File: config.mk
export PLATFORM = sky130hd
export DESIGN_NAME = adc_scan_capture
export DESIGN_NICKNAME = d
export VERILOG_FILES = /design/src/rtl/adc_scan_capture.sv
export SDC_FILE = /design/constraint.sdc
export NUM_CORES = 1
export LEC_CHECK = 0
export CAP_MARGIN = 20
export CORE_ASPECT_RATIO = 0.9
export CORE_MARGIN = 2
export CORE_UTILIZATION = 45
export DETAILED_ROUTE_END_ITERATION = 10
export SLEW_MARGIN = 10
export SYNTH_ARGS = -nofsm -noshare
export SYNTH_HDL_FRONTEND = slang
export SYNTH_SLANG_ARGS = --single-unit
File: constraint.sdc
create_clock -name clk_clk -period 4.3 [get_ports clk_clk]
set_input_delay 0.86 -clock clk_clk [delete_from_list [all_inputs] [get_ports clk_clk]]
set_output_delay 0.86 -clock clk_clk [all_outputs]
set_load 0.01 [all_outputs]
File: src/rtl/adc_scan_capture.sv
// ADC scan sequencer: issues conversion requests over a channel mask and buffers
// {channel, sample} results in a show-ahead FIFO with sticky overflow/timeout flags.
module adc_scan_capture #(
  parameter int NB_CHANNEL  = 4,
  parameter int DATA_WIDTH  = 12,
  parameter int FIFO_DEPTH  = 16,
  parameter int ACK_TIMEOUT = 1024,
  localparam int CH_W  = $clog2(NB_CHANNEL),
  localparam int CNT_W = $clog2(FIFO_DEPTH) + 1
) (
  input  logic                       clk_clk,
  input  logic                       reset_reset,
  input  logic                       i_cmd_start,
  input  logic                       i_cmd_stop,
  input  logic [1:0]                 i_cmd_mode,
  input  logic [CH_W-1:0]            i_cmd_chan,
  input  logic [NB_CHANNEL-1:0]      i_chan_mask,
  output logic                       o_adc_req,
  output logic [CH_W-1:0]            o_adc_chan,
  input  logic                       i_adc_ack,
  input  logic [DATA_WIDTH-1:0]      i_adc_data,
  output logic [CH_W+DATA_WIDTH-1:0] o_fifo_data,
  input  logic                       i_fifo_rd,
  output logic                       o_fifo_empty,
  output logic                       o_fifo_full,
  output logic [CNT_W-1:0]           o_fifo_count,
  output logic                       o_busy,
  output logic                       o_overflow,
  output logic                       o_timeout,
  input  logic                       i_clr_status
);
  localparam int PTR_W = $clog2(FIFO_DEPTH);
  localparam int TO_W  = $clog2(ACK_TIMEOUT + 1);
  localparam int E_W   = CH_W + DATA_WIDTH;
  localparam logic [1:0] MODE_SINGLE = 2'b00;
  localparam logic [1:0] MODE_ONCE   = 2'b01;
  localparam logic [1:0] MODE_CONT   = 2'b10;

  typedef enum logic [1:0] {S_IDLE, S_REQ, S_WAIT_ACK, S_NEXT} state_t;

  // {found, index} of the lowest set bit of m at position start or above
  function automatic logic [CH_W:0] find_from(input logic [NB_CHANNEL-1:0] m, input int start);
    logic [CH_W:0] res;
    res = '0;
    for (int i = NB_CHANNEL - 1; i >= 0; i--) begin
      if (m[i] && i >= start) res = {1'b1, CH_W'(i)};
    end
    return res;
  endfunction

  state_t                r_state;
  logic [1:0]            r_mode;
  logic [NB_CHANNEL-1:0] r_mask;
  logic                  r_stop_pend;
  logic [TO_W-1:0]       r_to_cnt;
  logic                  r_adc_req;
  logic [CH_W-1:0]       r_adc_chan;
  logic                  r_overflow;
  logic                  r_timeout;

  logic [E_W-1:0]        r_mem [FIFO_DEPTH];
  logic [PTR_W-1:0]      r_wr_ptr;
  logic [PTR_W-1:0]      r_rd_ptr;
  logic [CNT_W-1:0]      r_count;

  logic [CH_W:0] w_first;
  logic [CH_W:0] w_next;
  logic [CH_W:0] w_wrap;
  logic          w_start_ok;
  logic          w_push;
  logic          w_to_evt;
  logic          w_full;
  logic          w_pop;
  logic          w_wr;

  assign w_first    = find_from(i_chan_mask, 0);
  assign w_next     = find_from(r_mask, int'(r_adc_chan) + 1);
  assign w_wrap     = find_from(r_mask, 0);
  assign w_start_ok = (i_cmd_mode == MODE_SINGLE) ||
                      ((i_cmd_mode == MODE_ONCE || i_cmd_mode == MODE_CONT) && w_first[CH_W]);
  assign w_push     = (r_state == S_WAIT_ACK) && i_adc_ack;
  assign w_to_evt   = (r_state == S_WAIT_ACK) && !i_adc_ack &&
                      (r_to_cnt == TO_W'(ACK_TIMEOUT - 1));

  always_ff @(posedge clk_clk) begin
    if (reset_reset) begin
      r_state     <= S_IDLE;
      r_mode      <= MODE_SINGLE;
      r_mask      <= '0;
      r_stop_pend <= 1'b0;
      r_to_cnt    <= '0;
      r_adc_req   <= 1'b0;
      r_adc_chan  <= '0;
    end else begin
      r_adc_req <= 1'b0;
      if (i_cmd_stop && r_state != S_IDLE) r_stop_pend <= 1'b1;
      case (r_state)
        S_IDLE: begin
          // a stop in the same cycle as start cancels the start
          if (i_cmd_start && !i_cmd_stop && w_start_ok) begin
            r_mode     <= i_cmd_mode;
            r_mask     <= i_chan_mask;
            r_adc_chan <= (i_cmd_mode == MODE_SINGLE) ? i_cmd_chan : w_first[CH_W-1:0];
            r_adc_req  <= 1'b1;
            r_state    <= S_REQ;
          end
        end
        S_REQ: begin
          r_to_cnt <= '0;
          r_state  <= S_WAIT_ACK;
        end
        S_WAIT_ACK: begin
          if (i_adc_ack || w_to_evt) r_state <= S_NEXT;
          else                       r_to_cnt <= r_to_cnt + TO_W'(1);
        end
        S_NEXT: begin
          if (r_stop_pend || i_cmd_stop || r_mode == MODE_SINGLE) begin
            r_stop_pend <= 1'b0;
            r_state     <= S_IDLE;
          end else if (w_next[CH_W]) begin
            r_adc_chan <= w_next[CH_W-1:0];
            r_adc_req  <= 1'b1;
            r_state    <= S_REQ;
          end else if (r_mode == MODE_CONT && w_wrap[CH_W]) begin
            r_adc_chan <= w_wrap[CH_W-1:0];
            r_adc_req  <= 1'b1;
            r_state    <= S_REQ;
          end else begin
            r_stop_pend <= 1'b0;
            r_state     <= S_IDLE;
          end
        end
        default: r_state <= S_IDLE;
      endcase
    end
  end

  // A full FIFO still accepts a push when a pop frees the head in the same cycle
  assign w_full = (r_count == CNT_W'(FIFO_DEPTH));
  assign w_pop  = i_fifo_rd && (r_count != '0);
  assign w_wr   = w_push && (!w_full || w_pop);

  always_ff @(posedge clk_clk) begin
    if (w_wr) r_mem[r_wr_ptr] <= {r_adc_chan, i_adc_data};
  end

  always_ff @(posedge clk_clk) begin
    if (reset_reset) begin
      r_wr_ptr <= '0;
      r_rd_ptr <= '0;
      r_count  <= '0;
    end else begin
      if (w_wr)  r_wr_ptr <= r_wr_ptr + PTR_W'(1);
      if (w_pop) r_rd_ptr <= r_rd_ptr + PTR_W'(1);
      case ({w_wr, w_pop})
        2'b10:   r_count <= r_count + CNT_W'(1);
        2'b01:   r_count <= r_count - CNT_W'(1);
        default: r_count <= r_count;
      endcase
    end
  end

  always_ff @(posedge clk_clk) begin
    if (reset_reset || i_clr_status) begin
      r_overflow <= 1'b0;
      r_timeout  <= 1'b0;
    end else begin
      if (w_push && !w_wr) r_overflow <= 1'b1;
      if (w_to_evt)        r_timeout  <= 1'b1;
    end
  end

  assign o_adc_req    = r_adc_req;
  assign o_adc_chan   = r_adc_chan;
  assign o_busy       = (r_state != S_IDLE);
  assign o_fifo_data  = r_mem[r_rd_ptr];
  assign o_fifo_empty = (r_count == '0);
  assign o_fifo_full  = w_full;
  assign o_fifo_count = r_count;
  assign o_overflow   = r_overflow;
  assign o_timeout    = r_timeout;

endmodule

==> impl_metrics.tcl <==
set metrics [dict create \
    min_period_over_period_pct 93.1 \
    crit_chain "buf_4 -> mux4_1 -> mux4_2 -> clkdlybuf4s50_1" \
    setup_viol 0 \
    total_power_mw 6.84 \
    p_int_mw 5.14 \
    drv_cap 0 \
    required_ns 3.44 \
    drtIter0Drc 574 \
    fin_crit_ns 4.00 \
    p_clk_share_pct 35.3 \
    via_per_inst 5.67 \
    synth_cell_types 61 \
    gp_congestion 0.755 \
    dr_total_vias 5698 \
    cts_resized 0 \
    drive_above_1_share_pct 19.9 \
    hold_violations 0 \
    synth-seq-area-share_pct 69.6 \
    p_seq_share_pct 44.1 \
    overflow 0 \
    critical-path-top-delay-family "multiplexers" \
    syn2layout_area_growth_pct 18.4 \
    initial_core_util_pct 46.2 \
    clockBufferDepth 3 \
    skew_ns 0.0162 \
    grt_use_total_pct 18.4 \
    crit_fanout 25 \
    grt_max_degree 28 \
    cts.sinks 266 \
    synth_area_um2 10900 \
    port_buffers 53 \
    outcome "complete, no violations" \
    slew_viol_final 0 \
    postRouteAntennaNets 0 \
    hold_depth 1 \
    numCtsBuffers 28 \
    htreeDepth 1 \
    drc 0 \
    slew_headroom_pct 34.4 \
    ctsRootBufferMaster "clkbuf_16" \
    p_sw_mw 1.70 \
    avgRoutedWirePerCell_um 22.3 \
    diodes 0 \
    p_comb_share_pct 20.6 \
    hold_path.class "reg -> reg" \
    num_rows 53 \
    timing.rr.start "r_state[0]$_SDFFE_PP0P_" \
    ff2ff_path_depth 7 \
    grt_pass1_wl_mm 34.8 \
    yosys_warnings 0 \
    arrival_ns 3.14 \
    synth_top_area_share_pct 61.8 \
    ys_top_cells_by_area "edfxtp_1 62%, mux4_2 9.5%, dfxtp_1 7.7%, mux4_1 5.8%, nor2_1 1.7%" \
    nFillCells 1792 \
    reg2reg_to "r_mem[4][5]$_DFFE_PP_" \
    p_sw_share_pct 24.9 \
    min_to "o_overflow$_SDFFE_PP0P_" \
    antenna_found_initial 0 \
    critPathKind "reg -> out" \
    path_clk_slew_ns 0.06 \
    cellLeakagePower_nw 4.21 \
    die_area_um2 25400 \
    final_nets 724 \
    tritoncts "done" \
    synth_nets 628 \
    dr.pass1.iters 4 \
    cp_num_buf_inv 2 \
    synth_top_cells_by_count "224 x edfxtp_1, 49 x nor2_1, 46 x mux4_2" \
    slowest_stage "dfxtp_4" \
    hpwl_mm 14.2 \
    worst_slew_pin_slew_ns 0.982 \
    core-area_um2 23500 \
    cts_hold_buf 0 \
    synth_ff_type "edfxtp_1" \
    netlist_instances 586 \
    ios 54 \
    die_h_um 151 \
    synth.most_common_cell "edfxtp_1" \
    synth-seq-cells 266 \
    slowest_delay_ns 0.66 \
    synth_edf_count 224 \
    syn_area_per_cell_um2 18.6 \
    vdd_ir_drop_max_mv 0.436 \
    die_w_um 168 \
    min-delay-start "o_overflow$_SDFFE_PP0P_" \
    p_per_area_nw_per_um2 531 \
    rsz0062_at_grt "no" \
    yosys.area.top_type "edfxtp_1" \
    async_flop_share_pct 0 \
    grt_pass1_vias 5879 \
    endpoint_kind "output port" \
    finalSetupTns_ns 0 \
    insertion_delay_ns 0.53 \
    wl_mm 22.4 \
    rrSetupSlack_ns 1.53 \
    max_freq_ghz 0.250 \
    post_cts.repair.setup_buffers 0 \
    startpoint_type "register" \
]
==> power by group through the flow <==
stage	Combinational [mW]	Sequential, mW	Clock, mW
after global placement	1.40	3.06	0
after floorplan	1.09	2.99	0
after detailed placement	1.42	3.07	0
final	1.41	3.01	2.41
after CTS	1.43	3.02	2.47
after global routing	1.53	3.03	2.58
==> logic make-up after synthesis <==
| group | after synthesis | share of synthesized area (%) |
|---|---|---|
| mux | 83 | 16.6 |
| flops | 266 | 69.6 |
| buf+inv | 40 | 2.16 |
| simple gates | 111 | 4.95 |
| fa+ha+maj | 15 | 1.79 |
| xor+xnor | 15 | 1.21 |
| compound gates | 56 | 3.76 |
==> cell type report <==
type / count / area, µm² / area share [%]
flip-flops and latches: 266 / 7570 / 58.8
multi-input cells: 280 / 3090 / 24.0
repair buffers: 88 / 831 / 6.45
clock buffers: 36 / 752 / 5.84
well taps: 302 / 378 / 2.94
clock inverters: 15 / 179 / 1.39
inverters: 18 / 67.6 / 0.525
==> worst max path at each step <==
stage / start / end / slack (ns) / cells past startpoint
final: register / o_fifo_data[2] / 0.30 / 4
after global routing: register / o_fifo_data[2] / 0.12 / 4
after global placement: register / o_fifo_data[3] / 0.85 / 4
after CTS: register / o_fifo_data[2] / 0.22 / 4
after detailed placement: register / o_fifo_data[2] / 0.79 / 4
after floorplan: i_adc_ack / r_mem[3][0]$_DFFE_PP_ / 1.43 / 4
==> metal layers <==
metal  global-route usage (%)  part of all wire, %  up-vias
met1                     26.1                   45     2932
met3                     2.94                  5.3       37
met5                        0                    0        -
met2                     30.0                   48      168
li1                         -                    -     2561
met4                     4.91                  2.3        0
==> stage by stage <==
stage / cells / hold WS [ns] / worst slack (ns) / area [µm²] / util (%)
final: 1005 / 0.469 / 0.297 / 12900 / 54.7
after global routing: 1005 / 0.493 / 0.120 / 12900 / 54.7
after CTS: 1005 / 0.474 / 0.216 / 12900 / 54.7
after detailed placement: 954 / 0.459 / 0.794 / 11900 / 50.7
after global placement: 954 / 0.446 / 0.847 / 11900 / 50.7
after floorplan: 586 / 0.432 / 1.43 / 10900 / -
==> cell usage in the layout (no fill, tap or decap), types with 6 or more instances in the layout <==
cell,instances
mux4_2,46
clkbuf_1,7
inv_1,17
edfxtp_1,224
clkbuf_16,29
nand2b_1,6
xnor2_1,10
buf_4,32
ha_1,14
nor2b_1,9
mux2i_1,12
a21oi_1,14
nand3_1,6
nor2_1,49
clkinv_2,6
dfxtp_1,40
nand2_1,18
a211oi_1,6
mux4_1,24
clkdlybuf4s50_1,53
==> sequential cells by signal (all words and copies together), names as in the netlist, named ones only <==
name	flops
o_adc_chan	2
r_mask	4
o_adc_req	1
r_mode	2
r_to_cnt	11
o_overflow	1
o_fifo_count	5
r_rd_ptr	4
r_state	2
r_stop_pend	1
r_mem	224
r_wr_ptr	4
o_timeout	1
No activity file was read; power rests on OpenSTA's default activity.
